===== src/rtl/adjust_key_ctrl_if.sv =====
// Board-side key/switch bundle and the clean adjust strobes/levels returned to the clock core.
// master drives the raw pins and consumes the outputs; slave is the key controller itself.
interface adjust_key_ctrl_if;
  logic [5:0] key_n;
  logic       stop_sw;
  logic       dir_sw;
  logic [5:0] adj_pulse;
  logic       is_stop;
  logic       is_increase;

  modport master (
    output key_n, stop_sw, dir_sw,
    input  adj_pulse, is_stop, is_increase
  );

  modport slave (
    input  key_n, stop_sw, dir_sw,
    output adj_pulse, is_stop, is_increase
  );
endinterface


===== src/rtl/adjust_key_ctrl.sv =====
// Sync + debounce of six adjust keys and the stop/dir switches; one-cycle adjust strobes with hold-to-repeat.
// Raw press to first strobe is 2 + DEBOUNCE_CYCLES + 1 cycles; no backpressure, strobes are fire-and-forget.
module adjust_key_ctrl #(
  parameter int DEBOUNCE_CYCLES = 50000,
  parameter int REPEAT_DELAY    = 25000000,
  parameter int REPEAT_PERIOD   = 5000000
) (
  input logic               clk,
  input logic               rst_n,
  adjust_key_ctrl_if.slave  io
);

  localparam int DW   = $clog2(DEBOUNCE_CYCLES + 1);
  localparam int RMAX = (REPEAT_DELAY > REPEAT_PERIOD) ? REPEAT_DELAY : REPEAT_PERIOD;
  localparam int RW   = (RMAX > 1) ? $clog2(RMAX) : 1;

  // Bit layout of the 8 sampled inputs: [7]=dir, [6]=stop, [5:0]=keys.
  localparam logic [7:0]    RAW_IDLE = 8'b1011_1111;
  localparam logic [7:0]    LVL_IDLE = 8'b1000_0000;
  localparam logic [DW-1:0] DB_LAST  = DW'(DEBOUNCE_CYCLES - 1);
  localparam logic [RW-1:0] DLY_LOAD = RW'(REPEAT_DELAY - 1);
  localparam logic [RW-1:0] PER_LOAD = RW'(REPEAT_PERIOD - 1);

  typedef enum logic [1:0] {IDLE, WAIT_REL, DELAY, REPEAT} key_st_t;

  logic [1:0]    rst_sync;
  logic          rst_int_n;
  logic [7:0]    raw;
  logic [7:0]    sync1;
  logic [7:0]    sync2;
  logic [7:0]    syn;
  logic [7:0]    lvl;
  logic [DW-1:0] db_cnt  [8];
  key_st_t       st      [6];
  logic [RW-1:0] rpt_cnt [6];
  logic [5:0]    pulse_q;

  // Assertion reaches every flop immediately; release is retimed to clk.
  always_ff @(posedge clk or negedge rst_n) begin
    if (!rst_n) begin
      rst_sync <= 2'b00;
    end else begin
      rst_sync <= {rst_sync[0], 1'b1};
    end
  end

  assign rst_int_n = rst_sync[1];

  assign raw = {io.dir_sw, io.stop_sw, io.key_n};

  always_ff @(posedge clk or negedge rst_int_n) begin
    if (!rst_int_n) begin
      sync1 <= RAW_IDLE;
      sync2 <= RAW_IDLE;
    end else begin
      sync1 <= raw;
      sync2 <= sync1;
    end
  end

  assign syn = {sync2[7:6], ~sync2[5:0]};

  always_ff @(posedge clk or negedge rst_int_n) begin
    if (!rst_int_n) begin
      lvl <= LVL_IDLE;
      for (int i = 0; i < 8; i++) begin
        db_cnt[i] <= '0;
      end
    end else begin
      for (int i = 0; i < 8; i++) begin
        if (syn[i] == lvl[i]) begin
          db_cnt[i] <= '0;
        end else if (db_cnt[i] == DB_LAST) begin
          lvl[i]    <= syn[i];
          db_cnt[i] <= '0;
        end else begin
          db_cnt[i] <= db_cnt[i] + 1'b1;
        end
      end
    end
  end

  // Per-key FSMs act on debounced levels; stop dropping outranks release.
  always_ff @(posedge clk or negedge rst_int_n) begin
    if (!rst_int_n) begin
      pulse_q <= '0;
      for (int k = 0; k < 6; k++) begin
        st[k]      <= IDLE;
        rpt_cnt[k] <= '0;
      end
    end else begin
      for (int k = 0; k < 6; k++) begin
        pulse_q[k] <= 1'b0;
        case (st[k])
          IDLE: begin
            if (lvl[k]) begin
              if (lvl[6]) begin
                pulse_q[k] <= 1'b1;
                rpt_cnt[k] <= DLY_LOAD;
                st[k]      <= DELAY;
              end else begin
                st[k] <= WAIT_REL;
              end
            end
          end
          WAIT_REL: begin
            if (!lvl[k]) begin
              st[k] <= IDLE;
            end
          end
          DELAY, REPEAT: begin
            if (!lvl[6]) begin
              st[k] <= WAIT_REL;
            end else if (!lvl[k]) begin
              st[k] <= IDLE;
            end else if (rpt_cnt[k] == '0) begin
              pulse_q[k] <= 1'b1;
              rpt_cnt[k] <= PER_LOAD;
              st[k]      <= REPEAT;
            end else begin
              rpt_cnt[k] <= rpt_cnt[k] - 1'b1;
            end
          end
          default: st[k] <= IDLE;
        endcase
      end
    end
  end

  assign io.adj_pulse   = pulse_q;
  assign io.is_stop     = lvl[6];
  assign io.is_increase = lvl[7];

endmodule


===== src/flat_wrapper.sv =====
// flat-port wrapper written by rule: the top's interface ports become plain ports
module adjust_key_ctrl_flat 
#(
  parameter int DEBOUNCE_CYCLES = 50000,
  parameter int REPEAT_DELAY    = 25000000,
  parameter int REPEAT_PERIOD   = 5000000
)
  (clk, rst_n, io_key_n, io_stop_sw, io_dir_sw, io_adj_pulse, io_is_stop, io_is_increase);
  adjust_key_ctrl_if io_i ();
  input logic clk;
  input logic rst_n;
  input wire logic [$bits(io_i.key_n)-1:0] io_key_n;
  input wire logic [$bits(io_i.stop_sw)-1:0] io_stop_sw;
  input wire logic [$bits(io_i.dir_sw)-1:0] io_dir_sw;
  output wire logic [$bits(io_i.adj_pulse)-1:0] io_adj_pulse;
  output wire logic [$bits(io_i.is_stop)-1:0] io_is_stop;
  output wire logic [$bits(io_i.is_increase)-1:0] io_is_increase;
  assign io_i.key_n = io_key_n;
  assign io_i.stop_sw = io_stop_sw;
  assign io_i.dir_sw = io_dir_sw;
  assign io_adj_pulse = io_i.adj_pulse;
  assign io_is_stop = io_i.is_stop;
  assign io_is_increase = io_i.is_increase;
  adjust_key_ctrl #(.DEBOUNCE_CYCLES(DEBOUNCE_CYCLES), .REPEAT_DELAY(REPEAT_DELAY), .REPEAT_PERIOD(REPEAT_PERIOD)) u_core (.clk(clk), .rst_n(rst_n), .io(io_i));
endmodule

===== config.mk =====
export PLATFORM = sky130hd
export DESIGN_NAME = adjust_key_ctrl_flat
export DESIGN_NICKNAME = d
export VERILOG_FILES = /design/src/rtl/adjust_key_ctrl_if.sv /design/src/rtl/adjust_key_ctrl.sv /design/src/flat_wrapper.sv
export SDC_FILE = /design/constraint.sdc
export NUM_CORES = 1
export LEC_CHECK = 0
export CELL_PAD_IN_SITES_DETAIL_PLACEMENT = 0
export CELL_PAD_IN_SITES_GLOBAL_PLACEMENT = 1
export CORE_UTILIZATION = 54
export CTS_CLUSTER_DIAMETER = 120
export DETAILED_ROUTE_END_ITERATION = 7
export PLACE_DENSITY_LB_ADDON = 0.1
export SLEW_MARGIN = 10
export SYNTH_ARGS = -nofsm -noshare
export SYNTH_HDL_FRONTEND = slang
export SYNTH_SLANG_ARGS = --single-unit
export TNS_END_PERCENT = 20

===== constraint.sdc =====
create_clock -name clk -period 23.8 [get_ports clk]
set_input_delay 2.38 -clock clk [delete_from_list [all_inputs] [get_ports clk]]
set_output_delay 2.38 -clock clk [all_outputs]
set_load 0.01 [all_outputs]

# After elaboration in Yosys (flattened, before gate mapping)
# Cells that the tools add are included.
# totals
reg_bits	322
# classes
addsub	14
eq_ne	70
mux	115
n_bitwise	9
reduce_logical	44
# op_table
operator	count
$mux W25	25
$pmux W25 S2	6
$mux W16	16
$logic_not A25 Y1	6
$sub A25 B1 Y25 const B	6
$add A16 B1 Y16 const B	8
$eq A16 B16 Y1 const B	8
$mux W2	31
$ne A2 B1 Y1 const B	24
$pmux W2 S3	6
$reduce_and A5 Y1	6
$mux W1	25
$eq A2 B2 Y1 const B	12
$ne A4 B4 Y1 const B	6
$reduce_and A3 Y1	6
$reduce_and A2 Y1	8
$eq A2 B1 Y1 const B	6
$logic_not A2 Y1	6
$ne A2 B2 Y1 const B	6
$pmux W1 S2	6
$reduce_bool A2 Y1	6
$reduce_or A2 Y1	6
$eq A1 B1 Y1	8
$not A1 Y1	8
$not A6 Y6	1

# Depth between registers and ports, before layout
# Gate-level depths: netlist (run 1).
# depth
ltp_word	5
mapped_depth	8

# Worst setup path after synthesis (run 1)
# Ideal clock, no wire load.
# synth_timing
path_kind	register to output
from	register u_core.lvl[7]
to	output port io_is_increase
arrival_ns	0.542
required_ns	21.420
path_slack_ns	20.878
stages_incl_launch_ff	1
path_buffers	0
cell_sequence	dfstp_2
# synth_rtl
element	line	rtl
start, declared	adjust_key_ctrl.sv:32	logic [7:0] lvl;
start signal, assigned by index	adjust_key_ctrl.sv:74	lvl[i] <= syn[i];
end, declared	flat_wrapper.sv:17	output wire logic [$bits(io_i.is_increase)-1:0] io_is_increase;
# No word-level cell between the ends.

# Worst setup path after layout (run 1)
# layout_timing
from	register u_core.lvl[7]
to	output port io_is_increase
# No word-level cell between the ends.

==> results.tsv, run 1 <==
stage	metric	value	unit
critical_path	worst-path fanout max	3	
clock_network	Worst-path clk slew	0.06	ns
sta	fmax	253.0	MHz
critical_path	Worst path slowest cell	dfstp_2	
synthesis	Post-Synthesis Cells	1618	
critical_path	data required time at the worst endpoint	21.42	ns
place	GPL Wtd Cong	0.8261	
critical_path	CP endpoint kind	output pin	
die	Initial Utilization	55.55	%
sta	post-route setup TNS	0	ns
drt	remaining antenna violation count after routing	0	
grt	first-pass GRT wire length	52.93	mm
critical_path	Levels on crit path	1	
synthesis	post-synthesis sequential area ratio	51.63	%
flow_run	Max Cap Viol	0	
critical_path	Setup CP Type	reg -> out	
sta	RSZ-0062 raised after global routing	false	
drt	DR pass1 iterations	5	
layout	Final Core Density	61.72	%
critical_path	R2R Setup Slk	21.09	ns
drt	final wirelength	30.44	mm
layout	Area growth syn-to-layout	11.11	%
layout	ratio of cells with drive above 1 in the final layout	6.984	%
power_and_ir_drop	Leakage	0.008249	uW
power_and_ir_drop	internal cell power	912.9	uW
sta	clk_skew	0.008247	ns
place	Place WS	20.36	ns
power_and_ir_drop	Reg power frac	48.5	%
layout	final cell area excluding filler cells	17380	um^2
power_and_ir_drop	Pwr per Cell Area	66.12	nW/um^2
clock_network	CTS sink count	322	
worst_hold_path	Worst Hold Class	reg -> async	
layout	Net count, final	1659	
power_and_ir_drop	logic gate share of total power	1.7	%
drt	WL per Instance	14.93	um
clock_network	Root Buffer	clkbuf_16	
synthesis	#FFs+latches synth	322	
grt	largest net degree at the start of global routing	79	
clock_network	post-CTS resize count	0	
drt	DRT iter0 DRCs	708	
synthesis	Synth Net Count	1642	
critical_path	WP buf/inv	1	
die	IO Count	18	
grt	Remaining Overflow, GRT	0	
synthesis	Post-Syn Area per Cell	9.669	um^2
drt	Via density	5.645	
power_and_ir_drop	Max rail drop VDD	45.25	uV
sta	worst setup margin	19.85	ns
die	Die H	172.2	um
synthesis	Async SR Flop Fraction	100.0	%
place	HPWL after DPL	19.96	mm
critical_path	Critical Path Max Stage Delay	0.54	ns
sta	Slew @ Worst Pin	1.033	ns
clock_network	H-tree depth	2	
critical_path	r2r startpoint	u_core.rpt_cnt[125]	
critical_path	reg-to-reg critical path endpoint	u_core.rpt_cnt[148]	
clock_network	clock tree buffer depth	3	
critical_path	cell family with most CP delay	flip-flops	
clock_network	CTS tree	built	
layout	FILL cells	2412	
layout	ant diodes	0	
power_and_ir_drop	Clk pwr share	49.7	%
status	outcome	finished, final reports clean	
synthesis	EDFF count, synth	0	
power_and_ir_drop	Sw Share	20.56	%
clock_network	# hold bufs at CTS	0	
grt	antenna violations before repair	0	
critical_path	worst path arrival time	1.57	ns
clock_network	clock latency on the worst-skew pair	0.51	ns
grt	gr usage total	21.68	%
drt	# DRC	0	
synthesis	Synth Flop Type	dfrtp_1	
synthesis	synth unique cells	75	
sta	Tcrit/Tclk final	16.61	%
critical_path	FF-to-FF path depth	8	
sta	Slew Limit Fails	0	
grt	vias in the first global route	11150	
synthesis	Yosys Warn Count	0	
sta	Setup violations, final	0	
synthesis	Mapped Area	15640	um^2
critical_path	Startpoint Class	flop	
place	port bufs	17	
sta	final hold viol count	0	
layout	multi-input gate area in the final layout	7194	um^2
sta	Worst slew margin	30.70	%
sta	minimum clock period	3.953	ns
clock_network	Setup Buffers After CTS	0	
drt	via count	11510	
power_and_ir_drop	switching pwr	236.3	uW
clock_network	TritonCTS buffer count	37	
critical_path	crit path cell chain	clkdlybuf4s50_1	
layout	sequential cell area	8080	um^2
die	core region area	28160	um^2
die	# rows	61	
die	Die Wd	172.2	um
place	Placed Area	16150	um^2
die	Total Die Area	29650	um^2
## layout make-up
class / count / area share [%]
well taps: 378 / 2.721
flip-flops and latches: 322 / 46.49
clock buffers: 54 / 6.155
multi-input cells: 1201 / 41.39
clock inverters: 11 / 0.9070
inverters: 49 / 1.058
repair buffers: 24 / 1.281
## kinds of logic (layout without fill, tap and decap cells)
group	Yosys count	count (layout)	share of synthesized area [%]
other	1	1	0.02397
flip-flops	322	322	51.63
AO/OA/AOI/OAI	147	147	6.055
multiplexers	5	5	0.3439
XOR/XNOR	204	204	11.42
adder cells (fa/ha/maj)	14	14	1.120
AND/OR/NAND/NOR	830	830	27.03
buffers and inverters	95	138	2.383
## stage by stage
step                total power [uW]  std cells  hold WS (ns)
CTS                             1165       2039        0.3267
floorplan                      580.8       1618        0.3312
detailed placement             588.8       1974        0.3283
global route                    1192       2039        0.3590
global placement               588.3       1974        0.3365
finish                          1149       2039        0.3029
## worst max-delay path by stage
stage	from	to	slack [ns]
final	u_core.lvl[7]	io_is_increase	19.85
after global placement	u_core.lvl[7]	io_is_increase	20.37
after global routing	u_core.lvl[7]	io_is_increase	19.79
after detailed placement	u_core.lvl[7]	io_is_increase	20.36
after floorplan	u_core.rst_sync[1]	u_core.db_cnt[0]	14.19
after CTS	u_core.lvl[7]	io_is_increase	19.82
## cell usage in the layout (no fill, tap or decap), drive strengths merged, types with 35 or more instances in the layout
cell | Yosys | routed
dfrtp | 307 | 307
nor2 | 247 | 247
nand2 | 160 | 160
xnor2 | 139 | 139
nor3 | 83 | 83
nand3 | 78 | 78
xor2 | 65 | 65
clkbuf | 40 | 54
nor4 | 46 | 46
inv | 44 | 44
o21ai | 43 | 43
nand4 | 42 | 42
and3 | 41 | 41
a21oi | 35 | 35
## routing by layer
| layer | wire [um] | vias up | track usage [%] |
|---|---|---|---|
| met1 | 14980 | 5654 | 31.17 |
| met2 | 14020 | 157 | 34.61 |
| met4 | 455 | 0 | 4.694 |
| li1 | - | 5666 | - |
| met3 | 984 | 33 | 3.479 |
| met5 | 0 | - | 0 |
## power groups by stage
| stage | clock [uW] | sequential (uW) | combinational, uW |
|---|---|---|---|
| CTS | 586 | 558 | 21.2 |
| global placement | 0 | 568 | 20.7 |
| detailed placement | 0 | 568 | 21.1 |
| global route | 609 | 559 | 24.2 |
| finish | 571 | 558 | 20.1 |
| floorplan | 0 | 573 | 7.50 |
## state kept, by name, indices dropped and copies added, names as in the netlist
| register | flops |
|---|---|
| u_core.sync1 | 8 |
| u_core.rpt_cnt | 150 |
| u_core.db_cnt | 128 |
| u_core.sync2 | 8 |
| u_core.io.adj_pulse | 6 |
| u_core.lvl | 8 |
| u_core.rst_sync | 2 |
| u_core.st | 12 |
## synth_stat cells (6+ instances only)
master	count	area, um^2
dfrtp_1	307	7682
nor2_1	246	923.4
nand2_1	159	596.8
xnor2_1	139	1217
nor3_1	81	405.4
nand3_1	78	390.4
xor2_1	65	569.3
and3_1	41	256.5
nand4_1	41	256.5
clkbuf_1	40	150.1
inv_1	40	150.1
nor4_1	38	237.7
a21oi_1	35	175.2
o21ai_0	35	175.2
or3_1	27	168.9
or4_1	21	157.7
dfstp_2	15	394.1
ha_1	14	175.2
nand2b_1	11	68.82
nor4b_1	11	96.34
and4_1	10	87.58
o31ai_1	10	75.07
nand3b_1	9	67.56
and2_1	8	50.05
nand4b_1	8	70.07
o22ai_1	8	50.05
or2_2	8	50.05
a31oi_1	7	43.79
o21ai_1	7	35.03
nor2b_1	6	37.54
Power figures use the tool's default switching activity.
==> run 2, diff against run 1 <==
Settings changed: CORE_UTILIZATION 54 to 45.
Clock period 23.8 ns to 3.38 ns, I/O delays scaled along.
==> run 2 against run 1 <==
Effect of this change:
- flip-flop and latch count unchanged
- wire length is 2.1% higher
- global-route usage shrank 3.3 points
- via count fell by 0.74%
- clock-buffer cell count up 3
- combinational power grew to 7.3 times the previous value
- design area is 1.5% higher
- die area increased by 20%
- clock power grew to 7.3 times the previous value
- sequential power rose to 7.0 times the previous value
- largest cell class unchanged
==> results.tsv, run 2 (synthesized netlist as in run 1, its figures left out) <==
stage	metric	value	unit	change
status	outcome	finished, final reports clean		
drt	final wirelength	31.09	mm	+2.1%
grt	first-pass GRT wire length	54.93	mm	+3.8%
critical_path	reg-to-reg critical path endpoint	u_core.rpt_cnt[15]		
place	GPL Wtd Cong	0.7910		-4.2%
sta	RSZ-0062 raised after global routing	false		
critical_path	R2R Setup Slk	0.78	ns	-20.31 ns
sta	Worst slew margin	32.43	%	+1.7 points
worst_hold_path	HP Start	io_key_n[2]		
grt	vias in the first global route	11340		+1.7%
sta	Hold WS	0.2062	ns	-0.09669 ns
power_and_ir_drop	Leakage	0.008343	uW	+1.1%
grt	largest net degree at the start of global routing	62		-22%
clock_network	Root Buffer	clkbuf_16		
layout	multi-input gate area in the final layout	7194	um^2	unchanged
drt	remaining antenna violation count after routing	0		unchanged
place	HPWL after DPL	21.14	mm	+5.9%
clock_network	CTS sink count	322		unchanged
sta	Tcrit/Tclk final	76.86	%	
critical_path	r2r startpoint	u_core.rpt_cnt[9]		
drt	via count	11430		-0.74%
drt	# DRC	0		unchanged
worst_hold_path	worst hold stages	1		
clock_network	H-tree depth	2		unchanged
grt	Remaining Overflow, GRT	0		unchanged
drt	DRT iter0 DRCs	666		-5.9%
power_and_ir_drop	Max rail drop VDD	405.3	uV	+800%
clock_network	CTS tree	built		
critical_path	CP endpoint kind	flop		
drt	Via density	5.392		-4.5%
layout	Area growth syn-to-layout	12.78	%	
sta	minimum clock period	2.598	ns	
grt	gr usage total	18.37	%	-3.3 points
critical_path	FF-to-FF path depth	6		-2
sta	clk_skew	0.01002	ns	+0.001770 ns
drt	WL per Instance	14.67	um	-1.7%
die	IO Count	18		unchanged
layout	final cell area excluding filler cells	17640	um^2	+1.5%
die	Total Die Area	35510	um^2	+20%
critical_path	worst path arrival time	3.01	ns	+1.44 ns
critical_path	Startpoint Class	flop		
sta	fmax	384.9	MHz	
sta	final hold viol count	0		unchanged
layout	most frequent cells in the layout	306 x dfrtp_1, 246 x nor2_1, 159 x nand2_1		
clock_network	clock tree buffer depth	3		unchanged
die	Die H	188.5	um	+9.4%
die	# rows	67		+9.8%
critical_path	worst-path fanout max	14		+11
place	port bufs	17		unchanged
critical_path	data required time at the worst endpoint	3.79	ns	-17.63 ns
sta	Slew @ Worst Pin	1.007	ns	-0.02588 ns
die	core region area	33870	um^2	+20%
layout	Net count, final	1668		+0.54%
die	Die Wd	188.5	um	+9.4%
layout	Largest register FFs	150		unchanged
clock_network	TritonCTS buffer count	38		+2.7%
worst_hold_path	hold endpoint	u_core.sync1[2]		
layout	largest registers	u_core.rpt_cnt x150, u_core.db_cnt x128, u_core.st x12		
clock_network	Setup Buffers After CTS	0		unchanged
layout	ratio of cells with drive above 1 in the final layout	7.600	%	+0.62 points
layout	sequential cell area	8080	um^2	unchanged
power_and_ir_drop	Pwr per Cell Area	468.3	nW/um^2	+610%
layout	leading cell type in the layout, fill and taps excluded	dfrtp_1		
sta	post-route setup TNS	0	ns	unchanged
die	Initial Utilization	46.19	%	-9.4 points
flow_run	Max Cap Viol	0		unchanged
sta	Slew Limit Fails	0		unchanged
clock_network	post-CTS resize count	0		unchanged
worst_hold_path	Worst Hold Class	in -> reg		
drt	DR pass1 iterations	5		unchanged
layout	ant diodes	0		unchanged
grt	antenna violations before repair	0		unchanged
clock_network	# hold bufs at CTS	1		+1
layout	FILL cells	3156		+31%
clock_network	clock latency on the worst-skew pair	0.53	ns	+0.02 ns
layout	Final Core Density	52.09	%	-9.6 points
clock_network	Worst-path clk slew	0.06	ns	about the same
critical_path	Setup CP Type	reg -> reg		
sta	Setup violations, final	0		unchanged
layout	Biggest register	u_core.rpt_cnt		
place	Placed Area	16330	um^2	+1.1%
==> run 2: cell types whose count changed in the layout (fill, tap and decap cells not counted), moves of 2 or more <==
cell	previous run	this run
buf_12	0	3
buf_4	7	11
clkbuf_16	37	41
clkbuf_1	9	7
==> run 2: worst max path at each step <==
stage,from,endpoint,slack (ns),cells past startpoint
after floorplan,u_core.rst_sync[1],u_core.db_cnt[0],0.19,0
after global placement,u_core.rpt_cnt[9],u_core.rpt_cnt[5],0.82,6
after detailed placement,u_core.rpt_cnt[125],u_core.rpt_cnt[131],0.75,8
after CTS,u_core.rpt_cnt[125],u_core.rpt_cnt[131],0.75,8
after global routing,u_core.rpt_cnt[9],u_core.rpt_cnt[5],0.51,6
final,u_core.rpt_cnt[9],u_core.rpt_cnt[15],0.78,6
==> run 2: area by class of cell <==
class,count,share of cell area [%]
flip-flops and latches,322,45.80
inverters,49,1.042
well taps,448,3.177
repair buffers,32,1.830
multi-input cells,1201,40.78
clock buffers,57,6.666
clock inverters,10,0.7092
==> run 2: stage by stage <==
step	setup WS [ns]	cells	total power, uW
global placement	0.8162	2051	4155
CTS	0.7508	2119	8434
global route	0.5092	2119	8589
detailed placement	0.7453	2051	4157
floorplan	0.1949	1618	4089
finish	0.7822	2119	8263
==> run 2: power breakdown <==
group          total [uW]  switching, uW  internal [uW]
Clock                4180           1560           2620
Sequential           3930           34.4           3900
Combinational         147            102           45.5
==> run 2: worst max-delay path, stage by stage, from the launching register on <==
cell and delay, ns:
dfrtp_1 0.42, nor4_1 0.39, nand3_1 0.47, nor3_2 0.59, o21ai_1 0.33, inv_2 0.21
nor2_1 0.07
==> run 2: per-layer routing <==
metal / vias to the layer above / share of wire (%) / global-route usage [%] / wire [um]
met1: 5556 / 51 / 26.28 / 15870
met4: 0 / 2.2 / 5.955 / 687
met5: - / 0 / 0 / 0
li1: 5697 / - / - / -
met2: 124 / 44 / 28.70 / 13690
met3: 48 / 2.7 / 2.608 / 844
